--- config.mk ---
export PLATFORM = sky130hd
export DESIGN_NAME = nibble_demux_rx
export DESIGN_NICKNAME = d
export VERILOG_FILES = /design/src/rtl/nibble_demux_rx_pkg.sv /design/src/rtl/nibble_demux_rx_timeout_ctr.sv /design/src/rtl/nibble_demux_rx.sv
export SDC_FILE = /design/constraint.sdc
export NUM_CORES = 1
export LEC_CHECK = 0
export CELL_PAD_IN_SITES_DETAIL_PLACEMENT = 1
export CELL_PAD_IN_SITES_GLOBAL_PLACEMENT = 1
export CORE_UTILIZATION = 44
export CTS_BUF_LIST = sky130_fd_sc_hd__clkbuf_16
export DETAILED_ROUTE_END_ITERATION = 7
export PLACE_DENSITY_LB_ADDON = 0.1
export SLEW_MARGIN = 30
export SYNTH_ARGS = -nofsm -noshare
export SYNTH_HDL_FRONTEND = slang
export SYNTH_SLANG_ARGS = --single-unit
--- constraint.sdc ---
create_clock -name clk -period 3.6 [get_ports clk]
set_clock_uncertainty 0.05 [all_clocks]
set_input_delay 0.72 -clock clk [delete_from_list [all_inputs] [get_ports clk]]
set_output_delay 0.72 -clock clk [all_outputs]
set_load 0.05 [all_outputs]
--- src/rtl/nibble_demux_rx_pkg.sv ---
// Shared types and helpers for the nibble demultiplexer receiver.
package nibble_demux_rx_pkg;

   localparam int NIB_W = 4;

   typedef enum logic [1:0] {
      IDLE    = 2'd0,
      COLLECT = 2'd1,
      HOLD    = 2'd2
   } state_e;

   function automatic int clog2(input int value);
      int r;
      r = 0;
      for (int v = value - 1; v > 0; v = v >> 1) begin
         r++;
      end
      return r;
   endfunction

endpackage

--- src/rtl/nibble_demux_rx_timeout_ctr.sv ---
// Idle-gap counter: counts enabled cycles and pulses tc_o on the cycle that would reach MAX.
module nibble_timeout_ctr
   import nibble_demux_rx_pkg::*;
#(
   parameter int MAX = 255,
   localparam int CW = (clog2(MAX + 1) < 1) ? 1 : clog2(MAX + 1)
) (
   input  logic clk,
   input  logic reset_n,
   input  logic clear_i,
   input  logic en_i,
   output logic tc_o
);

   logic [CW-1:0] cnt_q;

   assign tc_o = en_i && (cnt_q == CW'(MAX - 1));

   always_ff @(posedge clk or negedge reset_n) begin
      if (!reset_n) begin
         cnt_q <= '0;
      end else if (clear_i) begin
         cnt_q <= '0;
      end else if (en_i) begin
         cnt_q <= tc_o ? '0 : cnt_q + CW'(1);
      end
   end

endmodule

--- src/rtl/nibble_demux_rx.sv ---
// Reassembles index-tagged nibbles from the emulated 74-series mux bus into a
// full word, presented to the register side with a valid/ready handshake.
module nibble_demux_rx
   import nibble_demux_rx_pkg::*;
#(
   parameter int NIBBLES   = 2,
   parameter int LSB_FIRST = 1,
   parameter int TIMEOUT   = 255,
   localparam int IW = (clog2(NIBBLES) < 1) ? 1 : clog2(NIBBLES),
   localparam int W  = NIB_W * NIBBLES
) (
   input  logic             clk,
   input  logic             reset_n,
   input  logic             enable_n,
   input  logic [NIB_W-1:0] nib_in,
   input  logic [IW-1:0]    nib_idx,
   input  logic             nib_valid,
   output logic             nib_ready,
   output logic [W-1:0]     word_out,
   output logic             word_valid,
   input  logic             word_ready,
   output logic             error,
   output logic             busy
);

   localparam logic [IW-1:0] FIRST      = (LSB_FIRST != 0) ? IW'(0) : IW'(NIBBLES - 1);
   localparam logic [IW-1:0] LAST       = (LSB_FIRST != 0) ? IW'(NIBBLES - 1) : IW'(0);
   localparam logic [IW-1:0] FIRST_NEXT = (LSB_FIRST != 0) ? IW'(1) : IW'(NIBBLES - 2);

   state_e         state_q;
   logic [IW-1:0]  exp_q;
   logic [W-1:0]   asm_q;
   logic [W-1:0]   wordOut_q;
   logic           wordValid_q;
   logic           error_q;

   logic           accept;
   logic           tmoTc;
   logic [IW-1:0]  nextExp;
   logic [W-1:0]   freshWord;
   logic [W-1:0]   mergedWord;

   assign nib_ready  = (state_q != HOLD);
   assign busy       = (state_q == COLLECT);
   assign word_out   = wordOut_q;
   assign word_valid = wordValid_q;
   assign error      = error_q;

   assign accept  = nib_valid && nib_ready && !enable_n;
   assign nextExp = (LSB_FIRST != 0) ? exp_q + IW'(1) : exp_q - IW'(1);

   // freshWord starts a new word from this nibble alone; mergedWord adds it to the partial word
   always_comb begin
      freshWord  = '0;
      mergedWord = asm_q;
      for (int i = 0; i < NIBBLES; i++) begin
         if (nib_idx == IW'(i)) begin
            freshWord[NIB_W*i +: NIB_W]  = nib_in;
            mergedWord[NIB_W*i +: NIB_W] = nib_in;
         end
      end
   end

   generate
      if (TIMEOUT > 0) begin : gTimeout
         logic tmoClear;
         logic tmoEn;

         assign tmoClear = (state_q != COLLECT) || accept;
         assign tmoEn    = (state_q == COLLECT) && !accept && !enable_n;

         nibble_timeout_ctr #(.MAX(TIMEOUT)) uTimeout (
            .clk     (clk),
            .reset_n (reset_n),
            .clear_i (tmoClear),
            .en_i    (tmoEn),
            .tc_o    (tmoTc)
         );
      end else begin : gNoTimeout
         assign tmoTc = 1'b0;
      end
   endgenerate

   // In COLLECT the priority is enable_n abort, then accept, then timeout
   always_ff @(posedge clk or negedge reset_n) begin
      if (!reset_n) begin
         state_q     <= IDLE;
         exp_q       <= FIRST;
         asm_q       <= '0;
         wordOut_q   <= '0;
         wordValid_q <= 1'b0;
         error_q     <= 1'b0;
      end else begin
         error_q <= 1'b0;
         case (state_q)
            IDLE: begin
               if (accept) begin
                  if (nib_idx == FIRST) begin
                     asm_q   <= freshWord;
                     exp_q   <= FIRST_NEXT;
                     state_q <= COLLECT;
                  end else begin
                     error_q <= 1'b1;
                  end
               end
            end
            COLLECT: begin
               if (enable_n) begin
                  state_q <= IDLE;
                  asm_q   <= '0;
                  exp_q   <= FIRST;
               end else if (accept) begin
                  if (nib_idx == exp_q) begin
                     asm_q <= mergedWord;
                     if (exp_q == LAST) begin
                        wordOut_q   <= mergedWord;
                        wordValid_q <= 1'b1;
                        exp_q       <= FIRST;
                        state_q     <= HOLD;
                     end else begin
                        exp_q <= nextExp;
                     end
                  end else begin
                     error_q <= 1'b1;
                     if (nib_idx == FIRST) begin
                        asm_q <= freshWord;
                        exp_q <= FIRST_NEXT;
                     end else begin
                        state_q <= IDLE;
                        asm_q   <= '0;
                        exp_q   <= FIRST;
                     end
                  end
               end else if (tmoTc) begin
                  error_q <= 1'b1;
                  state_q <= IDLE;
                  asm_q   <= '0;
                  exp_q   <= FIRST;
               end
            end
            HOLD: begin
               if (word_ready) begin
                  wordValid_q <= 1'b0;
                  state_q     <= IDLE;
               end
            end
            default: begin
               state_q <= IDLE;
            end
         endcase
      end
   end

endmodule

==> run metrics <==
final hold vios 0; Yosys warnings 0; storage element area 726 µm²; RePlAce Congestion 0.899; Startpoint Class register; Critical R2R Launch exp_q; Yosys top cell area share 50.3%; number of max-cap violations 0; CTS Buf Count 5; Worst path max stage delay 0.89 ns; CP max-delay cell clkdlybuf4s50_1; Final Max Tran Viols 0; vias 1146; ANT cells 0; Leak 0.856 nW; IR drop worst, VDD 392 µV; die area 0.00351 mm²; synthesized cell area 0.00144 mm²; dpl ws 0.705 ns; crit path cell chain nor2b_1 > clkdlybuf4s50_1; multi-input logic area 667 µm²; setup TNS 0 ns; gr ovfl total 0; Std-Cell Rows 20; final wirelength 3540 µm; fin util 60.4%; worst hold-check path type reg2reg; Area growth syn-to-layout 28.8%; register-to-register setup slack 1.54 ns; io pins 22; fillcell total 343; initial antenna violation count 0; Die H 59.3 µm; Syn Area/Cell 10.5 µm²; overall global routing resource usage 23.9%; clk_lat worst skew 0.27 ns; Synth cell types 36; H-tree Lvls 2; Detailed Route Iter0 Violations 38; largest net degree at the start of global routing 30; maximum clock frequency 0.359 GHz; Pwr Density 695 mW/mm²; DRC Markers 0; FF+latch count, synth 29; fraction of final layout cells sized beyond drive strength 1 11.7%; Worst-path clk slew 0.05 ns; vias in the first global route 1281; Starting Density 46.9%; status finished clean; Worst Path Max Fanout 6; syn_nets 152; Worst-Margin Slew 0.608 ns; sequential share of the synthesized area 50.3%; crit end category primary output; Clock Tree Buf Depth 2; Synth area leader dfrtp_1; hold endpoint asm_q[1]; Final setup viols 0; critical path type reg2out; Die W 59.3 µm; Reg2Reg Depth 6; Critical Path AT 2.02 ns; top post-synthesis cells by area dfrtp_1 (50%), mux2i_1 (6.2%), a21oi_1 (4.2%); max_slew headroom 59.5%; Hold Buf Count CTS 0; CTS tree done; worst setup margin 0.814 ns; HPWL after detailed placement 2440 µm; post-CTS setup buffers 0; CORE AREA 0.00308 mm²; number of enable flip-flop cells after synthesis 0; CP required 2.83 ns; post-layout minimum cycle time 2.79 ns; Post-synth ARST share 100%; WL/cell 17.1 µm; first-pass GRT wire length 5930 µm; Resized Gates After CTS 0; CTS Sinks 29; Post-DRT Antenna Nets 0; Via density 5.54; hold depth 1; RSZ-0062 raised after global routing false; Final nets 176; Synth Instances 138; Port Buf Inserts 21; worst reg2reg endpoint word_out[7]; drt pass-1 iters 3; Root Driver clkbuf_16; hold path startpoint asm_q[1]; final worst-path cycle share 77.4%; Post-synth top flop dfrtp_1
## cell families after synthesis
| group | count (synthesis) | synth area share, % |
|---|---|---|
| buffers and inverters | 12 | 3.47 |
| AND/OR/NAND/NOR | 41 | 15.7 |
| AO/OA/AOI/OAI | 43 | 20.8 |
| multiplexers | 9 | 6.24 |
| flip-flops | 29 | 50.3 |
| adder cells (fa/ha/maj) | 4 | 3.47 |
## metal layers
metal / track usage (%) / wire (µm) / up-vias
met5: 0 / 0 / -
met4: 13.3 / 104 / 0
met3: 5.68 / 95 / 13
met2: 42.5 / 1890 / 21
met1: 25.8 / 1440 / 567
li1: - / - / 545
## area by class of cell
type                       count  area share [%]
clock buffer                   5            6.73
multi-input combinational     97            35.9
clock inverter                 3            2.02
timing repair buffer          23            12.1
inverter                       6            1.21
sequential                    29            39.1
tap                           44            2.96
## Yosys cell counts, types with 3 or more instances
cell     number
and3_1        4
dfrtp_1      29
a22o_1        4
a22o_2        4
buf_2         4
nor2_1       10
mux2i_1       9
ha_1          4
inv_1         6
nand3_1       3
a21o_2        3
a21oi_1      12
nand2_1       8
o21ai_0       9
## sequential cells by signal, summed over array words and instances (netlist names)
name                     flops
asm_q                        8
gTimeout.uTimeout.cnt_q      8
word_out                     8
state_q                      2
error                        1
exp_q                        1
word_valid                   1
## worst max path at each step
stage / from / end / slack [ns]
after floorplan: nib_idx / asm_q[0] / 1.52
after global placement: nib_idx / word_out[4] / 0.82
after detailed placement: nib_idx / word_out[2] / 0.70
after CTS: state_q[0] / busy / 0.83
after global routing: nib_idx / word_out[7] / 0.73
final: state_q[0] / busy / 0.81
## worst max-delay path, delay by kind of cell, from the launching register on
kind          cells  cell delay [ns]
buf+inv           1             0.89
flops             1             0.46
simple gates      1             0.41
## report_power, final
part / leakage (nW) / switching, W / internal (W)
clock: 0.0826 / 0.000130 / 0.000320
sequential: 0.382 / 0.0000365 / 0.000389
combinational: 0.391 / 0.000270 / 0.000146
## cell usage in the layout, fill, tap and decap left out, types with 5 or more instances in the layout
master | Yosys | layout
clkdlybuf4s50_1 | 0 | 21
nand2_1 | 8 | 8
inv_1 | 6 | 7
a21oi_1 | 12 | 12
nor2_1 | 10 | 10
mux2i_1 | 9 | 9
dfrtp_1 | 29 | 29
o21ai_0 | 9 | 9
clkbuf_16 | 0 | 5
## per-stage QoR
stage               instances  total power, W  hold slack (ns)  area (µm²)
finish                    207         0.00129            0.452        1860
global route              207         0.00135            0.473        1860
CTS                       207         0.00131            0.453        1860
detailed placement        199        0.000847            0.441        1700
global placement          199        0.000836            0.436        1700
floorplan                 138        0.000696            0.374        1440
No activity file was read; power rests on OpenSTA's default activity.
